--- src/rtl/fetch_unit.sv ---
// Instruction fetch stage: PC, ROM addressing, instruction register with valid/ready to decode.
// Optional HALT-opcode stop is compiled in with `define FETCH_HALT_EN.
module fetch_unit (
    input  logic        clk,
    input  logic        rst,
    output logic [15:0] rom_addr,
    input  logic [15:0] rom_data,
    input  logic        redirect_en,
    input  logic [15:0] redirect_addr,
    output logic [15:0] instr,
    output logic [15:0] instr_pc,
    output logic        instr_valid,
    input  logic        instr_ready,
    output logic        halted
);

    typedef enum logic [0:0] {
        ST_FETCH  = 1'b0,
        ST_HALTED = 1'b1
    } state_t;

    localparam logic [15:0] PC_STRIDE  = 16'd2;
    localparam logic [15:0] ALIGN_MASK = 16'hFFFE;
`ifdef FETCH_HALT_EN
    localparam logic [3:0]  HALT_OPCODE = 4'b1111;
`endif

    state_t      state_r, state_n;
    logic [15:0] pc_r, pc_n;
    logic [15:0] instr_r, instr_n;
    logic [15:0] instr_pc_r, instr_pc_n;
    logic        instr_valid_r, instr_valid_n;
    logic        can_load_s;
`ifdef FETCH_HALT_EN
    logic        halted_r, halted_n;
`endif

    // A new word may enter the register when fetching and the slot is empty or draining.
    always_comb begin
        can_load_s = 1'b0;
        case (state_r)
            ST_FETCH:  can_load_s = !instr_valid_r || instr_ready;
            ST_HALTED: can_load_s = 1'b0;
            default:   can_load_s = 1'b0;
        endcase
    end

    // Next-state and datapath selection: redirect beats load, load beats hold.
    always_comb begin
        state_n       = state_r;
        pc_n          = pc_r;
        instr_n       = instr_r;
        instr_pc_n    = instr_pc_r;
        instr_valid_n = instr_valid_r;
`ifdef FETCH_HALT_EN
        halted_n      = halted_r;
`endif
        if (redirect_en) begin
            // The held word is discarded even if decode takes it this cycle.
            pc_n          = redirect_addr & ALIGN_MASK;
            instr_valid_n = 1'b0;
            state_n       = ST_FETCH;
`ifdef FETCH_HALT_EN
            halted_n      = 1'b0;
`endif
        end else if (can_load_s) begin
            instr_n       = rom_data;
            instr_pc_n    = pc_r;
            instr_valid_n = 1'b1;
`ifdef FETCH_HALT_EN
            if (rom_data[15:12] == HALT_OPCODE) begin
                pc_n     = pc_r;
                state_n  = ST_HALTED;
                halted_n = 1'b1;
            end else begin
                pc_n     = pc_r + PC_STRIDE;
            end
`else
            pc_n          = pc_r + PC_STRIDE;
`endif
        end else if (instr_valid_r && instr_ready) begin
            // Only reachable while halted: the last word is consumed, nothing follows.
            instr_valid_n = 1'b0;
        end else begin
            instr_valid_n = instr_valid_r;
        end
    end

    // State and datapath registers with synchronous reset.
    always_ff @(posedge clk) begin
        if (rst) begin
            state_r       <= ST_FETCH;
            pc_r          <= 16'h0000;
            instr_r       <= 16'h0000;
            instr_pc_r    <= 16'h0000;
            instr_valid_r <= 1'b0;
        end else begin
            state_r       <= state_n;
            pc_r          <= pc_n;
            instr_r       <= instr_n;
            instr_pc_r    <= instr_pc_n;
            instr_valid_r <= instr_valid_n;
        end
    end

`ifdef FETCH_HALT_EN
    // Halt flag register.
    always_ff @(posedge clk) begin
        if (rst) begin
            halted_r <= 1'b0;
        end else begin
            halted_r <= halted_n;
        end
    end

    assign halted = halted_r;
`else
    assign halted = 1'b0;
`endif

    assign rom_addr    = pc_r;
    assign instr       = instr_r;
    assign instr_pc    = instr_pc_r;
    assign instr_valid = instr_valid_r;

endmodule

--- config.mk ---
export PLATFORM = sky130hd
export DESIGN_NAME = fetch_unit
export DESIGN_NICKNAME = d
export VERILOG_FILES = /design/src/rtl/fetch_unit.sv
export SDC_FILE = /design/constraint.sdc
export NUM_CORES = 1
export LEC_CHECK = 0
export CAP_MARGIN = 20
export CORE_MARGIN = 5
export CORE_UTILIZATION = 30
export CTS_BUF_LIST = sky130_fd_sc_hd__clkbuf_8
export DETAILED_ROUTE_END_ITERATION = 7
export PLACE_DENSITY = 0.62
export REMOVE_ABC_BUFFERS = 1
export SETUP_SLACK_MARGIN = 0.15
export SYNTH_ARGS = -nofsm -noshare
export SYNTH_HDL_FRONTEND = slang
export SYNTH_SLANG_ARGS = --single-unit
--- constraint.sdc ---
create_clock -name clk -period 3.7 [get_ports clk]
set_clock_uncertainty 0.15 [all_clocks]
set_input_delay 0.74 -clock clk [delete_from_list [all_inputs] [get_ports clk]]
set_output_delay 0.74 -clock clk [all_outputs]
set_load 0.1 [all_outputs]
==> flow_summary.yaml <==
logic_synthesis:
  synthCells: 244
  syn_area_per_cell_um2: 7.907
  mappedNetlistArea_um2: 1929
  ys_ff_latch: 47
  yosysUniqueCellTypes: 30
  yosys.area.top_type: "dfxtp_1"
  async_reset_ff_share_pct: 0
  synthTopCellsByArea: "dfxtp_1 49%, nand2_1 14%, a21oi_1 8.6%"
  synth_edf_count: 0
  synth_commonest_cells: "74 x nand2_1, 47 x dfxtp_1, 33 x a21oi_1, 16 x nor2_1, 15 x clkbuf_1"
  yosysSeqAreaShare_pct: 48.77
  synth.most_common_cell: "nand2_1"
  yosysTopAreaCellShare_pct: 48.77
  ys_warn_count: 0
  synthFlopType: "dfxtp_1"
status:
  status: "complete, no violations"
worst_setup_path:
  endpoint_kind: "output pin"
  arrival_ns: 1.88
  path_class: "reg -> out"
  cp-start-kind: "flop"
  cp.depth: 1
  cpMaxStageDelayCell: "clkdlybuf4s50_1"
  path_cells: "clkdlybuf4s50_1"
  critPathTopFamily: "buffers and inverters"
  critPathMaxFanout: 6
  required_ns: 2.81
  cp.buffers_inverters: 1
  cpPeakStageDelay_ns: 1.16
  r2r_cells: 4
min_path:
  min_path_type: "reg -> reg"
  holdPathStages: 2
place:
  dp_hpwl_um: 3661
  gp_congestion: 0.7182
  portBuffers: 81
  dpl_cell_area_um2: 2760
global_routing:
  grt_pass1_vias: 1757
  overflow: 0
  grt_pass1_wl_um: 8645
  grt.total_usage_pct: 12.67
  grt_start_max_net_pins: 48
  antenna_found_initial: 0
run:
  max-cap-violations: 0
layout:
  nNetsFinal: 356
  regArea_um2: 940.9
  utilization_pct: 45.34
  multi_input_area_um2: 912.1
  stdcell_area_um2: 2863
  drive_gt1_share_pct: 8.464
  n_fill_cell: 658
  areaGrowthSynthToFinish_pct: 48.38
  num_antenna_cells: 0
floorplan:
  die_x_um: 90.20
  die_area_um2: 8135
  floorplan.initialDensity_pct: 30.56
  core-area_um2: 6314
  ios: 86
  die_h_um: 90.20
  num_rows: 29
detailed_routing:
  drc_errors: 0
  via_per_inst: 4.745
  wl_um: 5212
  routed-via-count: 1879
  dr.pass1.iters: 4
  antenna_left: 0
  drtIter0Drc: 55
  wl_per_cell_um: 13.16
clock_network:
  clk_latency_ns: 0.30
  post_cts_buffers: 0
  clockRootBuffer: "clkbuf_8"
  hold_buffers: 0
  cts_sinks: 47
  htreeDepth: 2
  cts_resized: 0
  cts_tree: "built"
  cts_buffer_depth: 2
  cts.clk_slew.worst_paths_ns: 0.08
  numCtsBuffers: 5
timing:
  hold-worst-slack_ns: 0.3036
  setup_viol: 0
  min_period_ns: 2.766
  rsz0062_at_grt: "no"
  slew_headroom_pct: 33.74
  tightestPinTransition_ns: 0.9908
  max_freq_ghz: 0.3615
  min_period_over_period_pct: 74.77
  setup_tns_ns: 0
  slew_viol_final: 0
  hold_violations: 0
pwr:
  powerDensity_nw_per_um2: 461.2
  p_leak_nw: 1.032
  ir_drop_mv: 0.1781
[kinds of logic after synthesis]
| logic type | share of synthesized area (%) |
|---|---|
| AOI/OAI and AO/OA | 16.47 |
| DFF | 48.77 |
| buffers and inverters | 4.475 |
| adders and majority gates | 0.6484 |
| other | 0.1944 |
| xor gates and xnor gates | 3.631 |
| and+or+nand+nor | 25.81 |
[worst register-to-register path: stages (launching register included)]
cell	delay, ns
dfxtp_1	0.51
nand4_2	0.18
or4_4	0.60
or4_1	0.52
a311oi_1	0.26
[metal layers]
layer | up-vias | wire (um) | track usage [%]
met5 | - | 0 | 0
met4 | 0 | 65 | 3.722
met3 | 7 | 389 | 4.257
met2 | 61 | 2352 | 20.73
met1 | 837 | 2405 | 15.77
li1 | 974 | - | -
[flip-flops by register name (all words and copies together), names as in the netlist]
signal / flops
instr_pc: 15
instr_valid: 1
rom_addr: 15
instr: 16
[final timing paths]
path | to | slack (ns) | startpoint
worst min-delay path | instr[11]$_SDFFE_PP0P_ | 0.30 | instr[11]$_SDFFE_PP0P_
worst max-delay path | rom_addr[2] | 0.93 | rom_addr[2]$_SDFFE_PP0P_
worst max register to register | rom_addr[15]$_SDFFE_PP0P_ | 1.39 | rom_addr[4]$_SDFFE_PP0P_
worst min register to register | instr[11]$_SDFFE_PP0P_ | 0.30 | instr[11]$_SDFFE_PP0P_
[layout make-up]
class	instances	area share, %
well taps	77	3.365
flip-flops and latches	47	32.87
clock inverters	2	1.180
inverters	2	0.2622
clock buffers	5	2.404
multi-input cells	179	31.86
repair buffers	84	28.06
[where the power goes]
| part | switching (mW) | internal [mW] |
|---|---|---|
| registers | 0.0278 | 0.535 |
| clock network | 0.167 | 0.195 |
| logic | 0.293 | 0.102 |
[layout by cell type (no fill, tap or decap)]
cell             instances
or4_1                    2
and4_2                   1
nor4_1                   1
bufinv_16                1
o21bai_1                 1
clkdlybuf4s50_1         70
buf_4                   13
or3_1                    1
buf_2                    1
nand2_1                 74
or4_4                    1
a31o_2                   1
inv_1                    3
xnor2_1                  4
nor2b_1                  1
clkbuf_8                 5
nand3_1                  6
o21ai_0                  3
a311oi_1                 7
dfxtp_1                 47
nor2_1                  15
nor2_2                   1
and2_1                   2
conb_1                   3
nand2b_1                 1
xor2_1                   4
nand4_1                  3
a21oi_1                 33
o31ai_1                  2
or3_2                    2
nor3_1                   2
a211oi_1                 6
nand4_2                  1
ha_1                     1
[stage by stage]
stage / instances / setup slack [ns] / power, mW
CTS: 396 / 0.9019 / 1.341
global placement: 389 / 0.8517 / 0.9708
global route: 396 / 0.8479 / 1.376
detailed placement: 389 / 0.8224 / 0.9731
floorplan: 228 / 0.8759 / 0.8515
finish: 396 / 0.9337 / 1.320
(Power assumes the default switching activity.)
